[config.mk]
export PLATFORM = sky130hd
export DESIGN_NAME = std_seq_mem_d1
export DESIGN_NICKNAME = d
export VERILOG_FILES = /design/src/rtl/std_mem_pkg.sv /design/src/rtl/std_mem_init_ctr.sv /design/src/rtl/std_seq_mem_d1.sv
export SDC_FILE = /design/constraint.sdc
export NUM_CORES = 1
export LEC_CHECK = 0
export CORE_MARGIN = 2
export CORE_UTILIZATION = 60
export DETAILED_ROUTE_END_ITERATION = 10
export PLACE_DENSITY = 0.78
export SLEW_MARGIN = 20
export SYNTH_ARGS = -nofsm -noshare
export SYNTH_HDL_FRONTEND = slang
export SYNTH_SLANG_ARGS = --single-unit
[constraint.sdc]
create_clock -name clk -period 2.3 [get_ports clk]
set_input_delay 0.23 -clock clk [delete_from_list [all_inputs] [get_ports clk]]
set_output_delay 0.23 -clock clk [all_outputs]
set_load 0.01 [all_outputs]
[src/rtl/std_mem_pkg.sv]
// Shared control-state type for the std_mem family of sequential memories.
package std_mem_pkg;

  typedef enum logic {
    SWEEP = 1'b0,
    READY = 1'b1
  } mem_state_e;

endpackage

[src/rtl/std_mem_init_ctr.sv]
// Word index for the zero-init sweep: counts 0..SIZE-1 while en is high, flags the last word.
// Latency: index advances one word per enabled cycle; no backpressure.
module std_mem_init_ctr #(
  parameter int SIZE     = 16,
  parameter int IDX_SIZE = 4
) (
  input  logic                clk,
  input  logic                reset,
  input  logic                en,
  output logic [IDX_SIZE-1:0] idx,
  output logic                last
);

  assign last = (idx == IDX_SIZE'(SIZE - 1));

  always_ff @(posedge clk or posedge reset) begin
    if (reset) begin
      idx <= '0;
    end else if (en) begin
      idx <= last ? '0 : idx + 1'b1;
    end
  end

endmodule

[src/rtl/std_seq_mem_d1.sv]
// Single-port word memory, 1-cycle registered read, done/oob_err pulses; optional zero sweep (STD_MEM_INIT_SWEEP_EN).
// Requests are taken only while ready=1; anything presented while not ready is dropped silently.
module std_seq_mem_d1
  import std_mem_pkg::*;
#(
  parameter int WIDTH    = 32,
  parameter int SIZE     = 16,
  parameter int IDX_SIZE = 4
) (
  input  logic                clk,
  input  logic                reset,
  input  logic [IDX_SIZE-1:0] addr0,
  input  logic [WIDTH-1:0]    write_data,
  input  logic                write_en,
  input  logic                read_en,
  output logic [WIDTH-1:0]    read_data,
  output logic                done,
  output logic                ready,
  output logic                oob_err
);

  (* keep *) logic [WIDTH-1:0] mem [SIZE];

  mem_state_e          state;
  mem_state_e          state_nxt;
  logic                acc;
  logic                in_bounds;
  logic                mem_we;
  logic [IDX_SIZE-1:0] mem_wa;
  logic [WIDTH-1:0]    mem_wd;

  // Extra bit so SIZE == 2**IDX_SIZE still compares correctly.
  assign in_bounds = ({1'b0, addr0} < (IDX_SIZE + 1)'(SIZE));
  assign ready     = (state == READY);
  assign acc       = ready & (read_en | write_en);

`ifdef STD_MEM_INIT_SWEEP_EN
  logic [IDX_SIZE-1:0] sweep_idx;
  logic                sweep_last;

  std_mem_init_ctr #(
    .SIZE     (SIZE),
    .IDX_SIZE (IDX_SIZE)
  ) u_init_ctr (
    .clk   (clk),
    .reset (reset),
    .en    (state == SWEEP),
    .idx   (sweep_idx),
    .last  (sweep_last)
  );

  always_ff @(posedge clk or posedge reset) begin
    if (reset) state <= SWEEP;
    else       state <= state_nxt;
  end

  always_comb begin
    state_nxt = state;
    if (state == SWEEP && sweep_last) state_nxt = READY;
  end
`else
  always_ff @(posedge clk or posedge reset) begin
    if (reset) state <= READY;
    else       state <= state_nxt;
  end

  always_comb begin
    state_nxt = READY;
  end
`endif

  always_comb begin
    mem_we = ~reset & acc & write_en & in_bounds;
    mem_wa = addr0;
    mem_wd = write_data;
`ifdef STD_MEM_INIT_SWEEP_EN
    if (state == SWEEP) begin
      mem_we = 1'b1;
      mem_wa = sweep_idx;
      mem_wd = '0;
    end
`endif
  end

  always_ff @(posedge clk) begin
    if (mem_we) mem[mem_wa] <= mem_wd;
  end

  // Read samples the array before this edge's write lands, so read+write returns the old word.
  always_ff @(posedge clk or posedge reset) begin
    if (reset) begin
      read_data <= '0;
      done      <= 1'b0;
      oob_err   <= 1'b0;
    end else begin
      done    <= acc;
      oob_err <= acc & ~in_bounds;
      if (acc & read_en) read_data <= in_bounds ? mem[addr0] : '0;
    end
  end

endmodule

==> results.json, run 1 <==
{
  "place_hpwl_microns": 26500,
  "fin_crit_ns": 1.76,
  "h-tree-depth": 2,
  "finClkSkew_ns": 0.0126,
  "antenna_found_initial": 0,
  "ios": 75,
  "cap_violations": 0,
  "synth_area_leader_cell": "edfxtp_1",
  "cts_buffers": 51,
  "seq_area_frac_synth": 0.781,
  "crit_path_end_kind": "output pin",
  "numClockSinks": 545,
  "antenna_cells": 0,
  "crit_family": "buffers and inverters",
  "cts_buffer_depth": 3,
  "worstSetupPathDepth": 1,
  "drive_gt1_frac": 0.200,
  "leakagePower_uw": 0.00818,
  "die_area_sq_um": 36100,
  "peakVddDrop_v": 0.000725,
  "hold_viol": 0,
  "hold_buffers": 0,
  "overflow": 0,
  "worstSetupStartpointType": "flop",
  "grt_max_degree": 35,
  "ys_types": 31,
  "drtAntennaViolNets": 0,
  "synth-seq-cells": 545,
  "finalSetupViolations": 0,
  "drv_slew": 0,
  "avgSynthCellArea_sq_um": 19.7,
  "relSlewSlack": 0.523,
  "whs_ns": 0.122,
  "synth_area_leaders": "edfxtp_1 74%, mux2i_1 6.6%, mux4_2 6.5%, dfrtp_1 4.0%, nor2_1 1.1%",
  "tightest_slew_ns": 0.716,
  "synth_warnings": 0,
  "r2r_cells": 4,
  "clk-insertion-delay-late_ns": 0.55,
  "grt_pass1_vias": 10761,
  "crit_type": "flop to output pin",
  "core_area_sq_um": 34300,
  "die_w_microns": 190,
  "required_ns": 2.07,
  "drt_iter0_markers": 1018,
  "regToRegStartpoint": "mem[15][15]",
  "synthDominantCellAreaShare": 0.741,
  "setup_ws_ns": 0.541,
  "max_clock_freq_mhz": 569,
  "wl_microns": 44400,
  "synth_cells": 1051,
  "start_util": 0.605,
  "power.total_uw": 20500,
  "crit_start": "read_data[26]",
  "crit_fanout": 2,
  "clk_pin_slew_ns": 0.06,
  "worstPathArrival_ns": 1.53,
  "gp_congestion": 0.770,
  "placementRows": 68,
  "drc": 0,
  "fp.dieH_microns": 190,
  "post_cts_resize_count": 0,
  "cts_setup_buffers": 0,
  "area_growth_pct": 17.6,
  "numPortBuffers": 72,
  "grt_pass1_wl_microns": 66800,
  "dr.pass1.iters": 5,
  "nets": 1228,
  "grtUsageTotal": 0.253,
  "post-route-period-util": 0.765,
  "pre_cts_ws_ns": 0.000482,
  "syn_nets": 1091,
  "nFillCells": 1987,
  "cpPeakStageDelay_ns": 0.57,
  "cp_cell_sequence": "clkdlybuf4s50_1",
  "min_path_type": "input port to asynchronous set/reset pin",
  "routed_via_density": 6.32,
  "vias": 10622,
  "crit_path_top_delay_cell": "clkdlybuf4s50_1",
  "power_density_nw_per_um2": 839,
  "status": "finished, final reports clean",
  "worst-path-buf-inv": 1,
  "cts_tree": "built",
  "root_buffer": "clkbuf_16",
  "routedWlPerCell_microns": 26.4,
  "netlist_area_sq_um": 20700,
  "rsz0062_at_grt": "false"
}
[logic make-up after synthesis]
logic type / count (synthesis) / synth area share
flip-flops: 545 / 0.781
multiplexers: 210 / 0.138
AO/OA/AOI/OAI: 118 / 0.0400
AND/OR/NAND/NOR: 113 / 0.0232
buffers and inverters: 63 / 0.0173
other: 2 / 0.000362
[routing by layer]
| metal | vias to the layer above | track usage | share of wire |
|---|---|---|---|
| met5 | - | 0 | 0 |
| met4 | 0 | 0.0906 | 0.033 |
| met3 | 92 | 0.0350 | 0.069 |
| met2 | 494 | 0.431 | 0.52 |
| met1 | 5498 | 0.339 | 0.38 |
| li1 | 4538 | - | - |
[flip-flops by register name, indices dropped and copies added, names as in the netlist]
signal	count
done	1
mem	512
read_data	32
[worst paths after layout]
check / endpoint / slack [ns]
setup / recovery: read_data[26] / 0.54
hold / removal: read_data[14] / 0.12
setup reg to reg: read_data[15] / 0.73
hold reg to reg: read_data[10] / 0.55
max in group asynchronous: read_data[18] / 1.51
min in group clk: read_data[11] / 0.13
[power breakdown]
part | internal (uW) | switching [uW]
Combinational | 547 | 691
Sequential | 11000 | 82.7
Clock | 4710 | 3390
[layout by cell type, fill, tap and decap left out, types with 3 or more instances in the layout]
cell / instances
o22ai_1: 36
o21ai_1: 12
clkinv_2: 10
buf_12: 33
clkbuf_1: 16
a31oi_1: 32
dfrtp_1: 33
mux2i_1: 136
buf_4: 42
buf_2: 3
clkinv_1: 5
edfxtp_1: 512
clkdlybuf4s50_1: 67
nor2_1: 51
o221a_1: 14
nand2_1: 32
clkbuf_8: 5
nor2_4: 12
mux4_2: 60
clkbuf_16: 53
nand3b_1: 3
a221oi_1: 18
o21ai_0: 6
bufinv_16: 3
nor3_4: 4
mux2_2: 14
[synth_stat cells, drive strengths merged]
library cell,instances
edfxtp,512
mux2i,136
nor2,63
mux4,60
buf,48
o22ai,36
dfrtp,33
a31oi,32
nand2,32
a221oi,18
o21ai,18
clkbuf,14
mux2,14
o221a,14
nor3,4
nand3b,3
nor2b,3
conb,2
nand2b,2
or2,2
and2,1
inv,1
nand3,1
or3,1
or3b,1
[final cells by class]
class,instances,area (sq um),share of cell area
sequential,545,16200,0.664
clock inverter,18,159,0.00651
timing repair buffer,146,1680,0.0687
inverter,1,3.75,0.000154
multi-input combinational,443,4330,0.177
clock buffer,74,1460,0.0597
tap,455,569,0.0233
[metrics by stage]
step           setup TNS (ns)  instances  utilization  cell area, sq um
2_1_floorplan         -124.55       1051            -             20800
3_3_place_gp           -0.120       1590        0.664             22800
3_5_place_dp                0       1590        0.664             22800
4_1_cts                     0       1682        0.711             24400
5_1_grt                     0       1682        0.711             24400
6_report                    0       1682        0.711             24400
No activity file was read; power rests on OpenSTA's default activity.
==> inputs of run 2 (changes only) <==
Settings changed: CORE_UTILIZATION 60 to 55, PLACE_DENSITY 0.78 to 0.76.
Clock period 2.3 ns to 1.6 ns, I/O delays scaled along.
==> run 2 against run 1 <==
  * Die area is 8.9% higher
  * Combinational power is 51% higher
  * Global-route usage is 1.1 points lower
==> results.json, run 2 (synthesized netlist as in run 1, its figures left out) <==
{
  "status": "finished, final reports clean",
  "crit_fanout": 20,
  "crit_path_end_kind": "flop",
  "power_density_nw_per_um2": 1190,
  "fp.dieH_microns": 198,
  "p_sw_uw": 6180,
  "wl_microns": 45700,
  "combPwrFrac": 0.063,
  "min_path_type": "input port to flop",
  "top_regs": "mem (512), read_data (32), done (1)",
  "clock_power_share": 0.402,
  "seq_power_share": 0.536,
  "die_area_sq_um": 39300,
  "nFillCells": 2356,
  "whs_ns": 0.197,
  "cap_violations": 0,
  "grtUsageTotal": 0.242,
  "routed_via_density": 5.94,
  "worstPathArrival_ns": 1.76,
  "drive_gt1_frac": 0.233,
  "numPortBuffers": 72,
  "finClkSkew_ns": 0.0203,
  "grt_max_degree": 37,
  "crit_type": "input port to flop",
  "power.total_uw": 29800,
  "drt_iter0_markers": 970,
  "ios": 75,
  "regMostFlops": "mem",
  "gp_congestion": 0.848,
  "fin_crit_ns": 1.50,
  "h-tree-depth": 2,
  "overflow": 0,
  "pre_cts_ws_ns": -0.571,
  "root_buffer": "clkbuf_16",
  "numClockSinks": 545,
  "cts_tree": "built",
  "start_util": 0.555,
  "antenna_found_initial": 2,
  "cts_buffer_depth": 3,
  "vias": 10631,
  "setup_ws_ns": 0.105,
  "grt_pass1_wl_microns": 68900,
  "rsz0062_at_grt": "false",
  "cts_setup_buffers": 0,
  "peakVddDrop_v": 0.000758,
  "intPower_uw": 23600,
  "core_area_sq_um": 37400,
  "final_common_cell": "edfxtp_1",
  "p_sw_frac": 0.207,
  "finalSetupViolations": 0,
  "place_hpwl_microns": 28400,
  "routedWlPerCell_microns": 25.6,
  "clk_pin_slew_ns": 0.06,
  "placementRows": 71,
  "dr.pass1.iters": 5,
  "most-common-layout-cells": "512 x edfxtp_1, 136 x mux2i_1, 75 x buf_4, 60 x mux4_2, 53 x clkbuf_16",
  "hold_viol": 0,
  "area_growth_pct": 20.4,
  "clk-insertion-delay-late_ns": 0.58,
  "grt_pass1_vias": 11092,
  "worstSetupStartpointType": "input port",
  "post-route-period-util": 0.934,
  "cts_buffers": 52,
  "largest_reg_flops": 512,
  "die_w_microns": 198,
  "required_ns": 1.87,
  "relSlewSlack": 0.535,
  "drc": 0,
  "drtAntennaViolNets": 0,
  "tightest_slew_ns": 0.695,
  "leakagePower_uw": 0.00852,
  "nets": 1276,
  "drv_slew": 0,
  "max_clock_freq_mhz": 669
}
run 2: changes by cell type in the layout (fill, tap and decap cells not counted), sizes merged:
cell,before,now
buf,79,124
bufinv,3,4
clkdlybuf4s50,67,34
clkinv,15,16
clkinvlp,0,1
diode,0,1
dlygate4sd2,0,33
dlygate4sd3,0,2
run 2: layer usage:
metal  GRT usage  vias up  wire (microns)
li1            -     4638               -
met1       0.327     5432           18200
met2       0.399      476           22900
met3      0.0390       83            3200
met4      0.0922        2            1370
met5           0        -              13
run 2: power groups by stage:
stage / clock, uW / sequential, uW / combinational, uW
finish: 12000 / 16000 / 1870
global route: 12700 / 16000 / 1990
global placement: 0 / 16300 / 1890
detailed placement: 0 / 16300 / 1930
floorplan: 0 / 16300 / 892
CTS: 12100 / 16000 / 1880
run 2: worst paths after layout:
kind | startpoint | end | slack [ns] | cells past startpoint
min reg2reg | read_data[31] | read_data[31] | 0.54 | 2
max in group asynchronous | reset | read_data[0] | 0.80 | 4
min | write_en | done | 0.20 | 2
min in group asynchronous | reset | read_data[4] | 0.56 | 4
max | write_en | mem[0][13] | 0.10 | 6
max reg2reg | mem[11][2] | read_data[2] | 0.15 | 4
run 2: layout make-up:
cell class	instances	area (sq um)	share of cell area
inverters	1	3.75	0.000150
clock inverters	21	206	0.00826
flip-flops and latches	545	16200	0.648
repair buffers	193	2140	0.0858
well taps	511	639	0.0256
diodes	1	2.50	0.000100
multi-input cells	443	4340	0.174
clock buffers	74	1460	0.0582
run 2: timing repair:
action | 4_1_cts | 5_1_grt
gates cloned | 0 | 0
hold endpoints to repair | 34 | 0
hold buffers | 2 | 0
endpoints found under the setup margin | 33 | 224
resized for setup | 33 | 1
run 2: through the flow:
| stage | area, sq um | util | cells | TNS (ns) |
|---|---|---|---|---|
| finish | 25000 | 0.668 | 1789 | 0 |
| global route | 25000 | 0.668 | 1789 | 0 |
| CTS | 25000 | 0.668 | 1788 | 0 |
| detailed placement | 23300 | 0.624 | 1691 | -237.19 |
| global placement | 23300 | 0.624 | 1691 | -251.22 |
| floorplan | 20900 | - | 1051 | -184.01 |
run 2: critical path, cell delays in order:
cell and delay [ns]:
clkdlybuf4s50_1 0.47, nor2b_2 0.22, buf_4 0.18, nand2_1 0.15, nor3_4 0.31, buf_12 0.24
